`src/rtl/regbank_read_arbiter_pkg.sv`:
```
// Shared register-bank widths and types for the read-port arbiter slice.
package regbank_pkg;
  localparam int REG_AW = 5;
  localparam int REG_DW = 32;

  typedef logic [REG_AW-1:0] reg_addr_t;
  typedef logic [REG_DW-1:0] reg_data_t;
endpackage

```
`src/rtl/regbank_read_arbiter_if.sv`:
```
// Requester-side bundle: packed read requests, one-hot grants, one-hot responses with shared data.
interface regbank_read_arbiter_if
  import regbank_pkg::*;
#(
  parameter int NREQ = 4,
  parameter int AW   = REG_AW,
  parameter int DW   = REG_DW
);
  logic [NREQ-1:0]    req_valid;
  logic [NREQ*AW-1:0] req_addr;
  logic [NREQ-1:0]    req_ready;
  logic [NREQ-1:0]    resp_valid;
  logic [DW-1:0]      resp_data;

  modport master (output req_valid, req_addr, input req_ready, resp_valid, resp_data);
  modport slave  (input req_valid, req_addr, output req_ready, resp_valid, resp_data);
endinterface

```
`src/rtl/regbank_read_arbiter_rr_arbiter.sv`:
```
// Round-robin arbiter, combinational one-hot grant searching upward from ptr+1.
// Grant is zero while en is low or reset is high; ptr tracks the last granted index.
module rr_arbiter #(
  parameter int N = 4
) (
  input  logic                 clk,
  input  logic                 reset,
  input  logic                 en,
  input  logic [N-1:0]         req,
  output logic [N-1:0]         gnt,
  output logic [$clog2(N)-1:0] ptr
);
  localparam int PW = $clog2(N);

  logic [PW-1:0] nxt;
  logic          found;
  int            j;

  always_comb begin
    gnt   = '0;
    nxt   = ptr;
    found = 1'b0;
    j     = 0;
    if (en && !reset) begin
      for (int i = 1; i <= N; i++) begin
        j = (int'(ptr) + i) % N;
        if (req[j] && !found) begin
          gnt[j] = 1'b1;
          nxt    = PW'(j);
          found  = 1'b1;
        end
      end
    end
  end

  // Starting at N-1 gives requester 0 first priority out of reset.
  always_ff @(posedge clk) begin
    if (reset) begin
      ptr <= PW'(N - 1);
    end else if (found) begin
      ptr <= nxt;
    end
  end
endmodule

```
`src/rtl/regbank_read_arbiter.sv`:
```
// Round-robin share of the register-bank read port; response 2 cycles after grant, one grant per cycle.
// No response backpressure; hold only blocks new grants. Optional forwarding: REGBANK_ARB_BYPASS_EN.
module regbank_read_arbiter
  import regbank_pkg::*;
#(
  parameter int NREQ = 4,
  parameter int AW   = REG_AW,
  parameter int DW   = REG_DW
) (
  input  logic                    clk,
  input  logic                    reset,
  input  logic                    hold,
  regbank_read_arbiter_if.slave   bus,
  output logic [AW-1:0]           rd_sel,
  input  logic [DW-1:0]           rd_data
`ifdef REGBANK_ARB_BYPASS_EN
  ,
  input  logic                    wr_en,
  input  logic [AW-1:0]           wr_addr,
  input  logic [DW-1:0]           wr_data
`endif
);
  localparam int IW = $clog2(NREQ);

  logic [NREQ-1:0] gnt;
  logic [IW-1:0]   ptr;
  logic [IW-1:0]   s1_id;
  logic            s1_valid;
  logic [AW-1:0]   gaddr;
  logic [DW-1:0]   cap_data;
  logic [NREQ-1:0] resp_valid_q;
  logic [DW-1:0]   resp_data_q;

  rr_arbiter #(.N(NREQ)) u_rr (
    .clk   (clk),
    .reset (reset),
    .en    (~hold),
    .req   (bus.req_valid),
    .gnt   (gnt),
    .ptr   (ptr)
  );

  // The pointer moves to the winner on every grant, so while s1_valid is set it names the stage-1 owner.
  assign s1_id = ptr;

  always_comb begin
    gaddr = '0;
    for (int i = 0; i < NREQ; i++) begin
      if (gnt[i]) gaddr = bus.req_addr[i*AW +: AW];
    end
  end

`ifdef REGBANK_ARB_BYPASS_EN
  assign cap_data = (wr_en && (wr_addr == rd_sel)) ? wr_data : rd_data;
`else
  assign cap_data = rd_data;
`endif

  always_ff @(posedge clk) begin
    if (reset) begin
      rd_sel       <= '0;
      s1_valid     <= 1'b0;
      resp_valid_q <= '0;
      resp_data_q  <= '0;
    end else begin
      s1_valid <= |gnt;
      if (|gnt) rd_sel <= gaddr;
      resp_valid_q <= s1_valid ? (NREQ'(1) << s1_id) : '0;
      if (s1_valid) resp_data_q <= cap_data;
    end
  end

  assign bus.req_ready  = gnt;
  assign bus.resp_valid = resp_valid_q;
  assign bus.resp_data  = resp_data_q;
endmodule

```
`src/flat_wrapper.sv`:
```
// flat-port wrapper written by rule: the top's interface ports become plain ports
module regbank_read_arbiter_flat import regbank_pkg::*;
#(
  parameter int NREQ = 4,
  parameter int AW   = REG_AW,
  parameter int DW   = REG_DW
)
  (clk, reset, hold, rd_sel, rd_data, bus_req_valid, bus_req_addr, bus_req_ready, bus_resp_valid, bus_resp_data);
  regbank_read_arbiter_if #(.NREQ(NREQ), .AW(AW), .DW(DW)) bus_i ();
  input  logic clk;
  input  logic reset;
  input  logic hold;
  output logic [AW-1:0] rd_sel;
  input  logic [DW-1:0] rd_data;
  input wire logic [$bits(bus_i.req_valid)-1:0] bus_req_valid;
  input wire logic [$bits(bus_i.req_addr)-1:0] bus_req_addr;
  output wire logic [$bits(bus_i.req_ready)-1:0] bus_req_ready;
  output wire logic [$bits(bus_i.resp_valid)-1:0] bus_resp_valid;
  output wire logic [$bits(bus_i.resp_data)-1:0] bus_resp_data;
  assign bus_i.req_valid = bus_req_valid;
  assign bus_i.req_addr = bus_req_addr;
  assign bus_req_ready = bus_i.req_ready;
  assign bus_resp_valid = bus_i.resp_valid;
  assign bus_resp_data = bus_i.resp_data;
  regbank_read_arbiter #(.NREQ(NREQ), .AW(AW), .DW(DW)) u_core (.clk(clk), .reset(reset), .hold(hold), .bus(bus_i), .rd_sel(rd_sel), .rd_data(rd_data));
endmodule
```
`config.mk`:
```
export PLATFORM = sky130hd
export DESIGN_NAME = regbank_read_arbiter_flat
export DESIGN_NICKNAME = d
export VERILOG_FILES = /design/src/rtl/regbank_read_arbiter_pkg.sv /design/src/rtl/regbank_read_arbiter_if.sv /design/src/rtl/regbank_read_arbiter_rr_arbiter.sv /design/src/rtl/regbank_read_arbiter.sv /design/src/flat_wrapper.sv
export SDC_FILE = /design/constraint.sdc
export NUM_CORES = 1
export LEC_CHECK = 0
export ABC_AREA = 0
export ABC_CLOCK_PERIOD_IN_PS = 3920
export BUFFER_PORTS_ARGS = -buffer_cell sky130_fd_sc_hd__buf_2
export CAP_MARGIN = 15
export CORE_ASPECT_RATIO = 1.2
export CORE_MARGIN = 5
export CORE_UTILIZATION = 47
export DETAILED_ROUTE_END_ITERATION = 10
export PLACE_DENSITY_LB_ADDON = 0.12
export SLEW_MARGIN = 10
export SYNTH_ARGS = -nofsm -noshare
export SYNTH_HDL_FRONTEND = slang
export SYNTH_SLANG_ARGS = --single-unit
```
`constraint.sdc`:
```
create_clock -name clk -period 3.92 [get_ports clk]
set_clock_uncertainty 0.15 [all_clocks]
set_input_delay 0.784 -clock clk [delete_from_list [all_inputs] [get_ports clk]]
set_output_delay 0.784 -clock clk [all_outputs]
set_load 0.05 [all_outputs]
```
Word level (Yosys, flattened, before mapping)
Index checks and enable logic that the tools add are counted.
W data, S select, Z words.
- add/subtract/negate cells: 4
- order comparisons: 8
- shift-type cells: 1
- multiplexer cells: 44
- bitwise operators: 9
- reduce and logical (&&, ||, !) cells: 20
- operators with widths (operator ; count):
    $mux W4 ; 8
    $mux W1 ; 20
    $mux W5 ; 4
    $lt A3 B4 Y1 const B ; 4
    $ge A3 B1 Y1 const B ; 4
    $or A4 B4 Y4 ; 3
    $reduce_or A2 Y1 ; 5
    $bmux W1 S2 ; 4
    $demux W1 S2 ; 4
    $logic_and A1 B1 Y1 ; 8
    $mux W2 ; 4
    $add A2 B1 Y2 const B ; 2
    $add A2 B2 Y2 const B ; 2
    $and A1 B1 Y1 const A ; 4
    $logic_not A1 Y1 ; 4
    $reduce_bool A4 Y1 ; 1
    $reduce_or A4 Y1 ; 1
    $shl A1 B2 Y4 const A ; 1
    $reduce_and A3 Y1 ; 1
    $not A1 Y1 ; 2
- bits in registers: 44
- output and inout bits: 45
- word-level logic and storage cells: 91

Depth between registers and ports, before layout
- depth in word-level cells: 24
- mapped depth: 12
- depth with buffers taken out: 9

Hierarchy
From an unflattened synthesis, not the netlist that was laid out.
- cell total of the unflattened synthesis: 225
- area, all modules: 2213.4 µm²
- by module, submodules not included (module ; times used ; cells each ; area each (µm²) ; seq. area each (µm²)):
    regbank_read_arbiter ; 1 ; 154 ; 1619.1 ; 840.8
    rr_arbiter ; 1 ; 71 ; 594.3 ; 40.0

Worst setup path after synthesis
Ideal clock, no wire load.
- path type: register to output
- start point: register u_core.u_rr.ptr[0]
- end point: output bus_req_ready[2]
- data arrival time: 2783 ps
- data required time: 2986 ps
- path slack: 203 ps
- stages on the path, launching flop included: 11
- path buffers: 3
- path through: dfxtp_1 buf_6 clkbuf_1 inv_1 ha_1 mux4_2 buf_2 a21oi_1 a2bb2oi_1 a21oi_4 nor2_1
- longest elaborated chain between the ends: 18
- elaborated cells on any way between the ends: 67
- RTL lines (element ; line ; RTL):
    start, declared ; regbank_read_arbiter_rr_arbiter.sv:11 ; output logic [$clog2(N)-1:0] ptr
    start signal, assigned ; regbank_read_arbiter_rr_arbiter.sv:39 ; ptr <= PW'(N - 1);
    start signal, assigned ; regbank_read_arbiter_rr_arbiter.sv:41 ; ptr <= nxt;
    $add A2 B1 Y2 ; regbank_read_arbiter_rr_arbiter.sv:26 ; j = (int'(ptr) + i) % N;
    $reduce_or A2 Y1 (no line) / $bmux W1 S2 (equally long branches) ; -- ;
    $and A1 B1 Y1 (no line) / $mux W1 (equally long branches) ; -- ;
    $lt A3 B4 Y1 (implied by the code), or another cell as far along ; regbank_read_arbiter_rr_arbiter.sv:28 ; gnt[j] = 1'b1;
    $logic_and A1 B1 Y1 (implied by the code) / $mux W1 (equally long branches) ; regbank_read_arbiter_rr_arbiter.sv:28, regbank_read_arbiter_rr_arbiter.sv:27 ;
    $mux W1 (on tied branches) ; regbank_read_arbiter_rr_arbiter.sv:28, regbank_read_arbiter_rr_arbiter.sv:24 ;
    $demux W1 S2 / $logic_not A1 Y1 (equally long branches) ; regbank_read_arbiter_rr_arbiter.sv:28, regbank_read_arbiter_rr_arbiter.sv:27 ;
    $mux W4 / $logic_and A1 B1 Y1 (equally long branches) ; regbank_read_arbiter_rr_arbiter.sv:27 ; if (req[j] && !found) begin
    [... 2 more ...] ; -- ;
    $mux W4 / $logic_not A1 Y1 (equally long branches) ; regbank_read_arbiter_rr_arbiter.sv:27 ;
    $mux W4 / $logic_and A1 B1 Y1 (equally long branches) ; regbank_read_arbiter_rr_arbiter.sv:24, regbank_read_arbiter_rr_arbiter.sv:27 ;
    $or A4 B4 Y4 (no line) / $mux W1 (equally long branches) ; -- ;
    $mux W4 / $mux W1 (equally long branches) ; regbank_read_arbiter_rr_arbiter.sv:27, regbank_read_arbiter_rr_arbiter.sv:24 ;
    $mux W4 / $logic_not A1 Y1 (equally long branches) ; regbank_read_arbiter_rr_arbiter.sv:24, regbank_read_arbiter_rr_arbiter.sv:27 ;
    $or A4 B4 Y4 (no line) / $logic_and A1 B1 Y1 (equally long branches) ; -- ;
    $mux W4 (*) ; regbank_read_arbiter_rr_arbiter.sv:27 ;
    $mux W4 (*) ; regbank_read_arbiter_rr_arbiter.sv:24 ; if (en && !reset) begin
    end, declared ; flat_wrapper.sv:17 ; output wire logic [$bits(bus_i.req_ready)-1:0] bus_req_ready;
Every way passes the cells marked *; elsewhere a longest branch is shown, timed or not. The select of a mux whose other input is x is not followed.

Worst setup path after layout
- start point: register u_core.u_rr.ptr[1]
- end point: output bus_req_ready[3]
The elaborated chain is that of the path after synthesis.

==> key figures <==
Setup path
  • Family with the most delay on the worst path: compound AO/OA/AOI/OAI gates
  • CP Launch Type: flip-flop
  • Worst-path fanout max: 10
  • Critical path's slowest cell: dfxtp_2
  • Crit end category: output port
  • WS Path Type: reg2out
  • CP max stage delay: 0.43 ns
  • WP data arrival: 2.64 ns
  • Worst EP required: 2.99 ns
  • CP cell instances: inv_1 > ha_1 > mux4_2 > and3b_1 > o211a_1 > a311oi_2 > inv_2 > buf_2
  • Worst Path Buf+Inv: 3

Synth
  • Yosys top cell by area: dfxtp_1
  • Sequential share of the synthesized area: around 39%
  • Top-count cell post-synth: nor2_1
  • Async SR Flop Fraction: 0%
  • Mapped Nets: 297
  • Synth top area cells: dfxtp_1, mux2i_1, nor2_1
  • Syn Inst Count: 230
  • Primary FF master, synth: dfxtp_1
  • Syn avg cell area: between 9 and 10 um2
  • YS warnings: 0
  • EDFF count, synth: 0
  • Seq cells post-synth: 44
  • Top cell type's share of synthesized area: between 30% and 40%
  • Post-synth top cells: nor2_1, dfxtp_1, mux2i_1, clkbuf_1
  • Cell variety after synth: 45
  • Syn Std Cell Area: about 2300 um2

Cells and area
  • Area delta synth->final: 28.3%
  • # diodes: 0
  • Layout Nets: between 300 and 400
  • Final-layout fill cell count: 420
  • Layout Cells excl Fill: between 300 and 400
  • Share of layout cells above drive strength 1: between 40% and 50%

Route
  • DRT iter0 DRCs: 62
  • Number of antenna-violating nets in the routed design: 0
  • Drt wl/cell: 13.8 um
  • Via density: 5.15
  • Total length of routed wires: 5.35 mm
  • Vias post-DR: 1993
  • Residual DRC: 0
  • DRT Pass-1 Iters: 4

Pwr
  • Total power: 1.58 mW
  • Max VDD drop: 0.249 mV
  • Pwr Density: ~540 nW/um2
  • Clk network pwr share: 21.1%
  • Sw Ratio: 40.8%
  • Reg power frac: 35.9%
  • Static Leakage: 1.44 nW
  • Pint: 0.933 mW
  • Comb power frac: 42.9%
  • Net Switching: 0.644 mW

CTS
  • Clk Tree Root Cell: clkbuf_8
  • CTS Sinks: 44
  • CTS tree: done
  • CTS clk-pin slew, worst paths: around 0.080 ns
  • Clk_lat worst skew: 0.29 ns
  • # H-tree levels: 2
  • CTS buffer count: 5
  • Hold buffer count at cts: 0
  • CTS max path bufs: 2

Timing
  • Final Cycle Share: between 90% and 100%
  • Fin. Hold Viols: 0
  • Least-Margin Pin Slew: 0.968 ns
  • Minimum clock period: between 3 and 4 ns
  • Achievable Freq: 280 MHz
  • Fin. max-slew vios: 0
  • Slew headroom: 35.5%
  • RSZ-0062 raised after global routing: false
  • Final setup violation count: 0
  • Sum Neg Setup Slack: 0 ns

Hold path
  • Worst hold path class: reg2reg

Global route
  • GRT Util Overall: 16.6%
  • First-pass GRT wire length: 8.60 mm
  • Largest net degree at the start of global routing: between 40 and 50
  • Antenna violations before repair: 0
  • Gr ovfl total: 0
  • Vias in the first global route: 1893

Floorplan
  • DIE AREA: 6370 um2
  • Core Area: 4660 um2
  • IO Pins: between 100 and 150
  • Die X: 73.7 um
  • Die H: 86.4 um
  • Cell Rows: 27
  • Initial Util: approximately 49%

Place
  • RD Place Congestion: 0.849
  • Inst Count DP: 379
  • DP HPWL: 4.09 mm
  • PortBufs: 103

Flow run
  • Max cap viols: 0

Outcome
  • Result of the run: complete, no violations
==> power groups by stage <==
stage               Clock, mW  Combinational, mW  Sequential (mW)
finish                  0.333              0.678            0.567
global route            0.359              0.725            0.578
CTS                     0.343              0.683            0.567
detailed placement          0              0.681            0.577
global placement            0              0.678            0.575
floorplan                   0              0.369            0.738
==> area by class of cell <==
class | count | area (um2) | share of cell area (%)
tap | 58 | 72.6 | 2.47
timing repair buffer | 106 | 538 | 18.3
inverter | 4 | 15.0 | 0.512
clock buffer | 6 | 72.6 | 2.47
clock inverter | 2 | 35.0 | 1.19
sequential | 44 | 883 | 30.1
multi-input combinational | 167 | 1320 | 44.9
==> per-layer routing <==
metal / global-route usage, % / share of wire [%] / vias to the layer above
li1: - / - / 1016
met1: 20.3 / 43 / 915
met2: 28.9 / 48 / 57
met3: 4.18 / 7.4 / 5
met4: 3.95 / 0.99 / 0
met5: 0 / 0 / -
==> stage by stage <==
step / util [%] / worst slack (ns) / hold slack, ns / cell area [um2]
after CTS: 62.9 / 0.204 / 0.346 / 2930
after detailed placement: 60.6 / 0.533 / 0.324 / 2830
final: 63.0 / 0.344 / 0.340 / 2940
after floorplan: - / 0.203 / 0.423 / 2290
after global placement: 60.6 / 0.548 / 0.318 / 2830
after global routing: 63.0 / 0.163 / 0.364 / 2940
==> state kept, by name (all words and copies together) (netlist names) <==
signal,count
u_core.bus.resp_data,32
u_core.u_rr.ptr,2
u_core.s1_valid,1
u_core.bus.resp_valid,4
u_core.rd_sel,5
==> worst min-delay path: stages (launching register included) <==
cell and delay, ns:
dfxtp_1 0.33, mux2i_1 0.06, nor2_1 0.07
==> layout by cell type (no fill, tap or decap), types with 2 or more instances in the layout <==
| cell | n |
|---|---|
| a21oi_1 | 3 |
| a221o_1 | 2 |
| a221oi_2 | 5 |
| and3_1 | 5 |
| buf_2 | 103 |
| buf_4 | 3 |
| clkbuf_8 | 5 |
| dfxtp_1 | 42 |
| dfxtp_2 | 2 |
| ha_1 | 8 |
| inv_1 | 3 |
| mux2i_1 | 33 |
| mux4_2 | 3 |
| nand2_1 | 7 |
| nand2b_1 | 3 |
| nand3b_1 | 8 |
| nand4b_1 | 5 |
| nor2_1 | 45 |
| nor2b_1 | 2 |
| nor3_1 | 3 |
| o211ai_2 | 5 |
| o21ai_0 | 2 |
| o21ai_1 | 5 |
| o22ai_1 | 2 |
| or3b_1 | 2 |
==> kinds of logic after synthesis <==
group | share of synthesized area [%]
AOI/OAI and AO/OA | 14.1
adders and majority gates | 4.38
buffers and inverters | 3.83
muxes | 17.9
DFF | 38.5
and+or+nand+nor | 21.3
==> what timing repair did <==
item,CTS,global route
buffers inserted,0,0
setup endpoints to repair,0,2
resized for setup,0,1
==> worst paths after layout <==
path                                           endpoint                     from  slack, ns  cells after the start
worst max-delay path                   bus_req_ready[3]       u_core.u_rr.ptr[1]       0.34                      8
worst min-delay path            u_core.bus.resp_data[8]  u_core.bus.resp_data[8]       0.34                      2
worst max register to register         u_core.rd_sel[4]       u_core.u_rr.ptr[1]       0.86                     10
worst min register to register  u_core.bus.resp_data[8]  u_core.bus.resp_data[8]       0.34                      2
Power figures use the tool's default switching activity.
